$ cat config.mk
export PLATFORM = sky130hd
export DESIGN_NAME = acq_sequencer
export DESIGN_NICKNAME = d
export VERILOG_FILES = /design/src/rtl/acq_sequencer.sv
export SDC_FILE = /design/constraint.sdc
export NUM_CORES = 1
export LEC_CHECK = 0
export CAP_MARGIN = 5
export CORE_MARGIN = 1
export CORE_UTILIZATION = 28
export DETAILED_ROUTE_END_ITERATION = 8
export SYNTH_ARGS = -nofsm -noshare
export SYNTH_HDL_FRONTEND = slang
export SYNTH_SLANG_ARGS = --single-unit
$ cat constraint.sdc
create_clock -name clk -period 5.1 [get_ports clk]
set_clock_uncertainty 0.2 [all_clocks]
set_input_delay 1.275 -clock clk [delete_from_list [all_inputs] [get_ports clk]]
set_output_delay 1.275 -clock clk [all_outputs]
set_load 0.01 [all_outputs]
$ cat src/rtl/acq_sequencer.sv
// acq_sequencer: shot-level controller for the range-gated input buffer.
// Optional: define TRIG_SYNC_EN to run trig_in through a 2-flop synchronizer.
module acq_sequencer #(
  parameter int CNT_W   = 16,
  parameter int DLY_W   = 16,
  parameter int TIMEOUT = 4096
) (
  input  logic             clk,
  input  logic             rst,
  input  logic             arm,
  input  logic             abort,
  input  logic [CNT_W-1:0] num_pulses,
  input  logic [DLY_W-1:0] trig_delay,
  input  logic             trig_in,
  input  logic             buf_valid,
  output logic             start_out,
  output logic             busy,
  output logic             done,
  output logic [CNT_W-1:0] pulse_idx,
  output logic [CNT_W-1:0] missed_cnt,
  output logic             timeout_err
);

  localparam int TO_W = $clog2(TIMEOUT + 1);

  typedef enum logic [2:0] {
    S_IDLE,
    S_WAIT_TRIG,
    S_DELAY,
    S_FIRE,
    S_WAIT_DATA,
    S_DRAIN
  } state_t;

  state_t           state_q, state_d;
  logic [CNT_W-1:0] num_q, num_d;
  logic [DLY_W-1:0] dly_q, dly_d;
  logic [DLY_W-1:0] cnt_q, cnt_d;
  logic [TO_W-1:0]  tcnt_q, tcnt_d;
  logic [CNT_W-1:0] pidx_q, pidx_d;
  logic [CNT_W-1:0] miss_q, miss_d;
  logic [CNT_W-1:0] pidx_inc;
  logic             err_q, err_d;
  logic             start_q, start_d;
  logic             done_q, done_d;
  logic             busy_q, busy_d;
  logic             trig_d_q;
  logic             trig_s;
  logic             trig_edge;
  logic             miss_ev;

`ifdef TRIG_SYNC_EN
  logic sync1_q, sync2_q;

  // two-flop synchronizer so trig_in may come from another clock domain
  always_ff @(posedge clk or posedge rst) begin
    if (rst) begin
      sync1_q <= 1'b0;
      sync2_q <= 1'b0;
    end else begin
      sync1_q <= trig_in;
      sync2_q <= sync1_q;
    end
  end

  assign trig_s = sync2_q;
`else
  assign trig_s = trig_in;
`endif

  assign trig_edge = trig_s & ~trig_d_q;

  // edges that land while a shot is in flight are dropped and counted
  assign miss_ev = trig_edge &&
                   (state_q == S_DELAY     ||
                    state_q == S_FIRE      ||
                    state_q == S_WAIT_DATA ||
                    state_q == S_DRAIN);

  // next-state and output decode; abort overrides every transition
  always_comb begin
    state_d  = state_q;
    num_d    = num_q;
    dly_d    = dly_q;
    cnt_d    = cnt_q;
    tcnt_d   = tcnt_q;
    pidx_d   = pidx_q;
    miss_d   = miss_q;
    err_d    = err_q;
    start_d  = 1'b0;
    done_d   = 1'b0;
    pidx_inc = pidx_q + CNT_W'(1);

    if (abort) begin
      state_d = S_IDLE;
    end else begin
      unique case (state_q)
        S_IDLE: begin
          if (arm) begin
            if (num_pulses != '0) begin
              num_d   = num_pulses;
              dly_d   = trig_delay;
              pidx_d  = '0;
              miss_d  = '0;
              err_d   = 1'b0;
              state_d = S_WAIT_TRIG;
            end else begin
              done_d = 1'b1;
            end
          end
        end
        S_WAIT_TRIG: begin
          if (trig_edge) begin
            if (dly_q == '0) begin
              start_d = 1'b1;
              state_d = S_FIRE;
            end else begin
              cnt_d   = dly_q;
              state_d = S_DELAY;
            end
          end
        end
        S_DELAY: begin
          // DELAY spans exactly trig_delay cycles
          if (cnt_q == DLY_W'(1)) begin
            start_d = 1'b1;
            state_d = S_FIRE;
          end else begin
            cnt_d = cnt_q - DLY_W'(1);
          end
        end
        S_FIRE: begin
          // counter holds cycles elapsed since start_out
          tcnt_d  = TO_W'(1);
          state_d = S_WAIT_DATA;
        end
        S_WAIT_DATA: begin
          if (buf_valid) begin
            state_d = S_DRAIN;
          end else if (tcnt_q >= TO_W'(TIMEOUT - 1)) begin
            err_d   = 1'b1;
            state_d = S_IDLE;
          end else begin
            tcnt_d = tcnt_q + TO_W'(1);
          end
        end
        S_DRAIN: begin
          if (!buf_valid) begin
            pidx_d = pidx_inc;
            if (pidx_inc == num_q) begin
              done_d  = 1'b1;
              state_d = S_IDLE;
            end else begin
              state_d = S_WAIT_TRIG;
            end
          end
        end
        default: state_d = S_IDLE;
      endcase

      if (miss_ev && miss_q != '1) begin
        miss_d = miss_q + CNT_W'(1);
      end
    end

    busy_d = (state_d != S_IDLE);
  end

  // state, latched config, counters and registered outputs
  always_ff @(posedge clk or posedge rst) begin
    if (rst) begin
      state_q  <= S_IDLE;
      num_q    <= '0;
      dly_q    <= '0;
      cnt_q    <= '0;
      tcnt_q   <= '0;
      pidx_q   <= '0;
      miss_q   <= '0;
      err_q    <= 1'b0;
      start_q  <= 1'b0;
      done_q   <= 1'b0;
      busy_q   <= 1'b0;
      trig_d_q <= 1'b0;
    end else begin
      state_q  <= state_d;
      num_q    <= num_d;
      dly_q    <= dly_d;
      cnt_q    <= cnt_d;
      tcnt_q   <= tcnt_d;
      pidx_q   <= pidx_d;
      miss_q   <= miss_d;
      err_q    <= err_d;
      start_q  <= start_d;
      done_q   <= done_d;
      busy_q   <= busy_d;
      trig_d_q <= trig_s;
    end
  end

  assign start_out   = start_q;
  assign busy        = busy_q;
  assign done        = done_q;
  assign pulse_idx   = pidx_q;
  assign missed_cnt  = miss_q;
  assign timeout_err = err_q;

endmodule

==> metrics.md, run 1 <==
| Metric | Value |
|---|---|
| Setup violators final | 0 |
| Critical path data required time | 5.14 ns |
| Synth cell count leaders | nand2_1 (129), dfrtp_1 (101), nor2_1 (54), o21ai_0 (39), xnor2_1 (36) |
| Relative slew slack | 40.9% |
| Startpoint types | primary input |
| Max Slew Vio Count | 0 |
| Ordered cell list for the critical path | clkdlybuf4s50_1, nor4_1, and4_1, nand2b_2, a211oi_1, xnor2_1, nor2_1 |
| # IOs | 74 |
| Drt total wl | 14,700 um |
| Final routed DRC violation total | 0 |
| Synthesized net count | 701 |
| Core outline area | 19,700 um^2 |
| Vias in the first global route | 4,622 |
| Crit path max fanout | 31 |
| Area of the multi-input gates | 2940 um^2 |
| Largest cells by area after synthesis | dfrtp_1 (44%), nand2_1 (8.5%), xnor2_1 (5.5%), nor2_1 (3.6%), o21ai_0 (3.4%) |
| Register area | 2530 um^2 |
| Measured slew at the worst slew-check pin | 0.887 ns |
| CTS resizes | 0 |
| Post-route ant nets | 0 |
| Total GRT Usage | 15.1% |
| Crit Path Class | primary input to flop |
| Yosys top cell by area | dfrtp_1 |
| Sw Pwr | 0.725 mW |
| Cell Rows | 51 |
| FMAX | 276 MHz |
| Most instantiated library cell after synthesis | nand2_1 |
| Vias/cell | 5.02 |
| Sw Ratio | 32.8% |
| Die area | 20,900 um^2 |
| Total clock sinks | 101 |
| # port buffers | 73 |
| CP Data Arrival Time | 3.66 ns |
| H-tree Lvls | 3 |
| Routability congestion estimate | 0.794 |
| Clk slew on worst S/H paths | 0.08 ns |
| Gate power share | 20.7% |
| Warnings from Yosys | 0 |
| Hold Crit Class | flop to flop |
| Synth Flop Type | dfrtp_1 |
| WP buf/inv | 1 |
| Pint | 1.48 mW |
| Die W | 145 um |
| Max Cap Viol | 0 |
| Cts bufs inserted | 9 |
| CP max stage delay | 0.62 ns |
| Drt wl/cell | 15.0 um |
| Status | complete, no violations |
| Synthesis-to-finish area growth | 22.0% |
| Initial DRC Count | 302 |
| Global-route wire length before repair | 24,600 um |
| Clk buf depth | 2 |
| Slowest cell on crit path | nand2b_2 |
| Sum Neg Setup Slack | 0 ns |
| Mapped Area | 5690 um^2 |
| Critical Path End Type | flop |
| Sequential-to-total area share from yosys stat | 44.4% |
| Detailed Place HPWL | 10,300 um |
| RSZ-0062 raised after global routing | no |
| Synth async-reset ratio | 100% |
| Distinct cells, synth | 66 |
| Lkg Pwr | 2.77 nW |
| Critical path's top delay family | simple AND/OR/NAND/NOR gates |
| VDD IR max | 0.000148 V |
| Tcrit/Tclk final | 71.1% |
| Period minus WS final | 3.63 ns |
| Post-synth EDFFs | 0 |
| Ant diodes | 0 |
| # fillers | 2,014 |
| DRT Pass-1 Iters | 5 |
| CTS Hold Bufs | 0 |
| Worst skew pair latency | 0.36 ns |
| Final #Nets | 756 |
| Syn_area_per_cell | 8.65 um^2 |
| Clock power share | 30.6% |
| TritonCTS clock tree | done |
| Vias | 4,939 |
| Initial antenna violation count | 0 |
| Root buf cell | clkbuf_16 |
| Postcts setup bufs | 0 |
| Final Hold Vio Count | 0 |
| Cells after Synth | 658 |
| Layout cells sized above 1 | 7.24% |
| Hold Slack | 0.300 ns |
| Die H | 145 um |
| Flops & latches, synth | 101 |
| Sequential share of power | 48.7% |
| Grt total ovfl | 0 |
| PD cells | 318 nW/um^2 |
| Initial Utilization | 28.9% |
| Synth top area share | 44.4% |
| Pin count of the biggest net entering global routing | 42 |
==> logic make-up (layout without fill, tap and decap cells) <==
logic type	Yosys count	in the layout	synth area share, %
and+or+nand+nor	307	307	26.2
muxes	2	2	0.374
buffers and inverters	55	115	4.20
adders and majority gates	5	5	1.10
DFF	101	101	44.4
AOI/OAI and AO/OA	147	147	17.2
xor gates and xnor gates	41	41	6.44
==> layer usage <==
| metal | vias up | global-route usage, % | part of all wire [%] |
|---|---|---|---|
| li1 | 2441 | - | - |
| met1 | 2355 | 21.7 | 49 |
| met2 | 134 | 22.9 | 46 |
| met3 | 9 | 2.91 | 4.8 |
| met4 | 0 | 3.77 | 0.99 |
| met5 | - | 0 | 0 |
==> sequential cells by signal (all words and copies together) (netlist names) <==
register,flops
tcnt_q,13
timeout_err,1
pulse_idx,16
cnt_q,16
num_q,16
done,1
trig_d_q,1
missed_cnt,16
busy,1
dly_q,16
start_out,1
state_q,3
==> power by group through the flow <==
stage	Sequential [mW]	Combinational, mW	Clock, mW
finish	1.07	0.457	0.676
CTS	1.07	0.464	0.702
detailed placement	1.09	0.462	0
global route	1.10	0.528	0.729
floorplan	1.04	0.355	0
global placement	1.09	0.454	0
==> final cells by class <==
type | count | share of cell area [%]
inverter | 17 | 0.955
timing repair buffer | 82 | 11.5
clock buffer | 10 | 3.30
tap | 265 | 4.78
multi-input combinational | 502 | 42.3
sequential | 101 | 36.4
clock inverter | 6 | 0.739
==> cells in the final DEF, fill, tap and decap left out, types with 9 or more instances in the layout <==
cell and count:
a21oi_1 32, buf_4 9, clkbuf_16 9, clkdlybuf4s50_1 73
dfrtp_1 101, inv_1 15, nand2_1 129, nand3_1 21
nand4_1 14, nor2_1 54, nor3_1 15, nor4_1 18
o21ai_0 39, o21ai_1 12, or3_1 10, xnor2_1 36
==> final timing paths <==
| kind | from | to | slack, ns | cells past startpoint |
|---|---|---|---|---|
| worst max-delay path | num_pulses[11] | missed_cnt[10]$_DFFE_PP0P_ | 1.47 | 7 |
| worst min-delay path | tcnt_q[11]$_DFFE_PP0P_ | tcnt_q[11]$_DFFE_PP0P_ | 0.30 | 1 |
| worst max register to register | pulse_idx[0]$_DFFE_PP0P_ | busy$_DFF_PP0_ | 2.17 | 7 |
| worst min register to register | tcnt_q[11]$_DFFE_PP0P_ | tcnt_q[11]$_DFFE_PP0P_ | 0.30 | 1 |
| max in group asynchronous | rst | pulse_idx[12]$_DFFE_PP0P_ | 2.71 | 3 |
| min in group asynchronous | rst | tcnt_q[6]$_DFFE_PP0P_ | 1.07 | 2 |
==> through the flow <==
step / cells / utilization, % / worst slack [ns] / cell area (um^2) / power (mW)
after floorplan: 658 / - / 0.978 / 5690 / 1.40
after global placement: 967 / 33.8 / 1.08 / 6660 / 1.54
after detailed placement: 967 / 33.8 / 1.10 / 6660 / 1.55
after CTS: 983 / 35.2 / 1.47 / 6940 / 2.24
after global routing: 983 / 35.2 / 1.30 / 6940 / 2.35
final: 983 / 35.2 / 1.47 / 6940 / 2.21
(Power assumes the default switching activity.)
==> run 2: changes to the inputs <==
==> constraint.sdc (replaced) <==
create_clock -name clk -period 3.6 [get_ports clk]
set_clock_uncertainty 0.2 [all_clocks]
set_input_delay 0.9 -clock clk [delete_from_list [all_inputs] [get_ports clk]]
set_output_delay 0.9 -clock clk [all_outputs]
set_load 0.01 [all_outputs]
==> run 2 against run 1 <==
  * Setup slack worse by 1.2 ns
  * Cell count increased by 0.41%
  * Flip-flop and latch count unchanged
  * Via count is essentially flat
  * Critical path depth did not move
==> metrics.md, run 2 (synthesis gave the netlist of run 1 again) <==
| Metric | Value |
|---|---|
| DRT Pass-1 Iters | 4 (-1) |
| Worst skew pair latency | 0.36 ns (about the same) |
| CTS Hold Bufs | 0 (unchanged) |
| H-tree Lvls | 3 (unchanged) |
| Vias | 4,936 (-0.061%) |
| Total GRT Usage | 14.9% (-0.18 points) |
| Die H | 145 um (unchanged) |
| Clk buf depth | 2 (unchanged) |
| VDD IR max | 0.000200 V (+35%) |
| Cts bufs inserted | 9 (unchanged) |
| Max Slew Vio Count | 0 (unchanged) |
| Final Instance Count excl. Fillers | 987 (+0.41%) |
| Final #Nets | 760 (+0.53%) |
| RSZ-0062 raised after global routing | no |
| Core outline area | 19,700 um^2 (unchanged) |
| Postcts setup bufs | 0 (unchanged) |
| Initial Utilization | 28.9% (unchanged) |
| Most common cell after layout, fill and taps aside | nand2_1 |
| Setup violators final | 0 (unchanged) |
| Cell Rows | 51 (unchanged) |
| Ant diodes | 0 (unchanged) |
| Hold Crit Class | flop to flop |
| CP Data Arrival Time | 3.41 ns (-0.25 ns) |
| Measured slew at the worst slew-check pin | 0.875 ns (-0.0117 ns) |
| Grt total ovfl | 0 (unchanged) |
| Startpoint types | primary input |
| Drt wl/cell | 14.8 um (-0.78%) |
| Final Hold Vio Count | 0 (unchanged) |
| Origin of the critical flop-to-flop path | pulse_idx[0]$_DFFE_PP0P_ |
| Period minus WS final | 3.31 ns |
| Root buf cell | clkbuf_16 |
| # port buffers | 73 (unchanged) |
| Place WS | -0.113 ns (-1.22 ns) |
| Crit Reg-Reg Endpoint | busy$_DFF_PP0_ |
| Total clock sinks | 101 (unchanged) |
| Die W | 145 um (unchanged) |
| Detailed Place HPWL | 10,300 um (-0.17%) |
| WHS Path Cells | 1 (unchanged) |
| Vias in the first global route | 4,551 (-1.5%) |
| R2R Setup Slk | 0.87 ns (-1.30 ns) |
| Critical Path End Type | flop |
| Lkg Pwr | 2.80 nW (+1.2%) |
| Most frequent cells in the layout | nand2_1 (129), dfrtp_1 (101), clkdlybuf4s50_1 (73) |
| TritonCTS clock tree | done |
| Hold Crit Start | cnt_q[8]$_DFFE_PP0P_ |
| Clk slew on worst S/H paths | 0.08 ns (about the same) |
| Pin count of the biggest net entering global routing | 44 (+4.8%) |
| Die area | 20,900 um^2 (unchanged) |
| Tcrit/Tclk final | 91.8% |
| Crit path max fanout | 23 (-26%) |
| Layout cells sized above 1 | 7.89% (+0.65 points) |
| PD cells | 456 nW/um^2 (+43%) |
| Final worst slack | 0.295 ns (-1.18 ns) |
| Hold Path End | cnt_q[8]$_DFFE_PP0P_ |
| Relative slew slack | 41.7% (+0.78 points) |
| Status | complete, no violations |
| Drt total wl | 14,700 um (-0.38%) |
| Max Cap Viol | 0 (unchanged) |
| Placed cells | 971 (+0.41%) |
| CTS resizes | 0 (unchanged) |
| Pwr Total | 3.21 mW (+45%) |
| Critical path data required time | 3.70 ns (-1.44 ns) |
| Crit Path Class | primary input to flop |
| Initial DRC Count | 351 (+16%) |
| # IOs | 74 (unchanged) |
| Hold Slack | 0.280 ns (-0.0203 ns) |
| Global-route wire length before repair | 24,200 um (-1.7%) |
| # fillers | 2,002 (-0.60%) |
| Post-route ant nets | 0 (unchanged) |
| Synthesis-to-finish area growth | 23.7% |
| Final routed DRC violation total | 0 (unchanged) |
| FMAX | 303 MHz |
| Initial antenna violation count | 0 (unchanged) |
| Routability congestion estimate | 0.836 (+5.3%) |
| FF-to-FF path depth | 8 (+1) |
| Vias/cell | 5.00 (-0.47%) |
==> run 2: cell types whose count changed in the layout (fill, tap and decap cells not counted), sizes merged <==
| cell | delta |
|---|---|
| bufinv | +1 |
| inv | -4 |
| clkinv | +1 |
| buf | +4 |
| clkinvlp | +3 |
| clkbuf | -1 |
==> run 2: worst max-delay path, stage by stage <==
cell and delay, ns:
clkdlybuf4s50_1 0.48, nor4_1 0.61, and4_1 0.44, nand2b_2 0.40, buf_4 0.37, nand2_1 0.11, nand2_1 0.07
==> run 2: final cells by class <==
cell class	instances	area (um^2)	area share (%)
Clock inverter	7	82.6	1.17
Tap cell	265	332	4.71
Timing Repair Buffer	86	866	12.3
Multi-Input combinational cell	502	2940	41.7
Inverter	17	67.6	0.960
Clock buffer	9	225	3.20
Sequential cell	101	2530	35.9
==> run 2: how the worst max path moves through the flow <==
stage / start / to / depth (start not counted)
after floorplan: num_pulses[11] / dly_q[13]$_DFFE_PP0P_ / 8
after detailed placement: num_pulses[6] / num_q[9]$_DFFE_PP0P_ / 7
after global placement: num_pulses[6] / num_q[8]$_DFFE_PP0P_ / 7
after CTS: num_pulses[6] / num_q[13]$_DFFE_PP0P_ / 7
final: num_pulses[6] / num_q[9]$_DFFE_PP0P_ / 7
after global routing: num_pulses[6] / busy$_DFF_PP0_ / 7
==> run 2: power by group <==
| part | switching, mW | internal (mW) | total, mW |
|---|---|---|---|
| Sequential | 0.195 | 1.33 | 1.52 |
| Clock | 0.474 | 0.550 | 1.02 |
| Combinational | 0.364 | 0.300 | 0.664 |
==> run 2: stage by stage <==
| step | area, um^2 | TNS [ns] | util, % |
|---|---|---|---|
| 3_3_place_gp | 6730 | -6.30 | 34.1 |
| 3_5_place_dp | 6730 | -2.64 | 34.1 |
| 4_1_cts | 7040 | 0 | 35.7 |
| 2_1_floorplan | 5700 | 0 | - |
| 6_report | 7040 | 0 | 35.7 |
| 5_1_grt | 7040 | 0 | 35.7 |
==> run 2: per-layer routing <==
metal,share of wire (%),vias to the layer above,routed length (um),GRT usage [%]
li1,-,2444,-,-
met1,48,2357,6980,20.6
met2,46,115,6680,22.6
met3,4.7,20,692,3.31
met4,2.0,0,297,5.32
met5,0,-,0,0
==> run 3: changes to the inputs <==
--- a/config.mk
+++ b/config.mk
@@ -9,6 +9,7 @@
 export CORE_MARGIN = 1
 export CORE_UTILIZATION = 28
 export DETAILED_ROUTE_END_ITERATION = 8
+export PLACE_DENSITY = 0.43
 export SYNTH_ARGS = -nofsm -noshare
 export SYNTH_HDL_FRONTEND = slang
 export SYNTH_SLANG_ARGS = --single-unit
==> constraint.sdc (replaced) <==
create_clock -name clk -period 3.63 [get_ports clk]
set_clock_uncertainty 0.2 [all_clocks]
set_input_delay 0.9075 -clock clk [delete_from_list [all_inputs] [get_ports clk]]
set_output_delay 0.9075 -clock clk [all_outputs]
set_load 0.01 [all_outputs]
==> run 3 against run 2 <==
  * Global-route usage rose by 0.46 points
  * Clock-buffer cell count up 3
  * Non-clock buffer count fell by 1
  * Clock power fell by 8%
  * Setup slack improved by 0.25 ns
  * Power decreased by 3.1%
  * Sequential share of layout area rose by 0.19 points
  * Register-to-register slack worse by 0.08 ns
  * Cell count shrank 0.10%
  * Critical path type unchanged
  * Largest power group unchanged
  * Highest routed layer unchanged
==> metrics.md, run 3 (synthesis gave the netlist of run 1 again) <==
| Metric | Value |
|---|---|
| Worst skew pair latency | 0.35 ns (about the same) |
| Drt wl/cell | 15.5 um (+4.7%) |
| Setup violators final | 0 (unchanged) |
| Max Cap Viol | 0 (unchanged) |
| Detailed Place HPWL | 11,000 um (+6.9%) |
| Design area | 7000 um^2 (-0.52%) |
| Vias/cell | 4.94 (-1.1%) |
| Post-route ant nets | 0 (unchanged) |
| CTS Hold Bufs | 0 (unchanged) |
| Final Hold Vio Count | 0 (unchanged) |
| Relative slew slack | 40.7% (-1.0 points) |
| FMAX | 324 MHz |
| Area of the multi-input gates | 2940 um^2 (unchanged) |
| TritonCTS clock tree | done |
| CTS resizes | 0 (unchanged) |
| Most frequent cells in the layout | nand2_1 (129), dfrtp_1 (101), clkdlybuf4s50_1 (73) |
| Synthesis-to-finish area growth | 23.0% |
| Die area | 20,900 um^2 (unchanged) |
| Initial Utilization | 28.9% (unchanged) |
| Pin count of the biggest net entering global routing | 40 (-9.1%) |
| Final routed DRC violation total | 0 (unchanged) |
| Cts bufs inserted | 9 (unchanged) |
| Core outline area | 19,700 um^2 (unchanged) |
| Postcts setup bufs | 0 (unchanged) |
| Startpoint types | primary input |
| Status | complete, no violations |
| Initial DRC Count | 241 (-31%) |
| Slowest cell on crit path | clkdlybuf4s50_1 |
| Ant diodes | 0 (unchanged) |
| Routability congestion estimate | 0.822 (-1.6%) |
| Most common cell after layout, fill and taps aside | nand2_1 |
| Die H | 145 um (unchanged) |
| Lkg Pwr | 2.79 nW (-0.36%) |
| Ordered cell list for the critical path | clkdlybuf4s50_1, nor4_1, and4_1, nand2b_2, buf_4, nand2_1, nand2_1 |
| Crit Path Class | primary input to flop |
| Dpl cell area | 6720 um^2 (-0.11%) |
| Tcrit/Tclk final | 85.0% |
| # fillers | 1,997 (-0.25%) |
| Register area | 2530 um^2 (unchanged) |
| Period minus WS final | 3.09 ns |
| Critical Path End Type | flop |
| CP Data Arrival Time | 3.17 ns (-0.24 ns) |
| Die W | 145 um (unchanged) |
| Vias in the first global route | 4,666 (+2.5%) |
| Critical path data required time | 3.72 ns (+0.02 ns) |
| Drt total wl | 15,300 um (+4.5%) |
| Measured slew at the worst slew-check pin | 0.890 ns (+0.0152 ns) |
| Cell Rows | 51 (unchanged) |
| Vias | 4,875 (-1.2%) |
| CP max stage delay | 0.48 ns (-0.13 ns) |
| Max Slew Vio Count | 0 (unchanged) |
| RSZ-0062 raised after global routing | no |
| DRT Pass-1 Iters | 4 (unchanged) |
| H-tree Lvls | 3 (unchanged) |
| Initial antenna violation count | 0 (unchanged) |
| Layout cells sized above 1 | 7.63% (-0.27 points) |
| Clk slew on worst S/H paths | 0.07 ns (about the same) |
| Most common cell on crit path | nand2_1 |
| Crit path max fanout | 22 (-4.3%) |
| Global-route wire length before repair | 24,700 um (+2.0%) |
| Clk buf depth | 2 (unchanged) |
| Final #Nets | 759 (-0.13%) |
| Total clock sinks | 101 (unchanged) |
| Root buf cell | clkbuf_16 |
| PD cells | 444 nW/um^2 (-2.6%) |
| Grt total ovfl | 0 (unchanged) |
| # IOs | 74 (unchanged) |
| VDD IR max | 0.000233 V (+16%) |
| Hold Crit Class | flop to flop |
| # port buffers | 73 (unchanged) |
| Total GRT Usage | 15.3% (+0.46 points) |
| Sum Neg Setup Slack | 0 ns (unchanged) |
## run 3: routing by layer
| metal | vias up | wire length, um | part of all wire (%) | global-route usage, % |
|---|---|---|---|---|
| li1 | 2444 | - | - | - |
| met1 | 2334 | 7300 | 48 | 20.6 |
| met2 | 81 | 7240 | 47 | 24.8 |
| met3 | 16 | 513 | 3.3 | 2.02 |
| met4 | 0 | 267 | 1.7 | 6.26 |
| met5 | - | 0 | 0 | 0 |
## run 3: worst paths after layout
check,start,endpoint,slack [ns],cells after the start
max,num_pulses[3],num_q[10]$_DFFE_PP0P_,0.54,7
min,cnt_q[8]$_DFFE_PP0P_,cnt_q[8]$_DFFE_PP0P_,0.29,1
max reg2reg,pulse_idx[0]$_DFFE_PP0P_,done$_DFF_PP0_,0.79,7
min reg2reg,cnt_q[8]$_DFFE_PP0P_,cnt_q[8]$_DFFE_PP0P_,0.29,1
max in group asynchronous,rst,cnt_q[3]$_DFFE_PP0P_,1.81,3
min in group asynchronous,rst,tcnt_q[6]$_DFFE_PP0P_,0.80,2
## run 3: critical path, delay by kind of cell
kind / cells / cell delay (ns)
and+or+nand+nor: 5 / 1.44
buffers and inverters: 2 / 0.82
## run 3: per-stage QoR
stage / utilization (%) / setup WS, ns / instances / hold WS (ns) / total power, mW
after detailed placement: 34.1 / 0.166 / 970 / 0.267 / 2.19
after floorplan: - / 1.05 / 658 / 0.248 / 1.97
final: 35.5 / 0.544 / 986 / 0.289 / 3.11
after global routing: 35.5 / 0.422 / 986 / 0.307 / 3.31
after CTS: 35.5 / 0.521 / 986 / 0.291 / 3.16
after global placement: 34.1 / 0.152 / 970 / 0.272 / 2.18
## run 3: cell type report
type | instances | share of cell area [%]
clock buffers | 12 | 3.66
clock inverters | 4 | 0.322
inverters | 17 | 0.965
multi-input cells | 502 | 42.0
flip-flops and latches | 101 | 36.1
well taps | 265 | 4.74
repair buffers | 85 | 12.3
## run 3: power breakdown
group,internal [mW],switching (mW)
clock,0.500,0.441
combinational,0.297,0.363
sequential,1.32,0.193
total,2.11,0.997
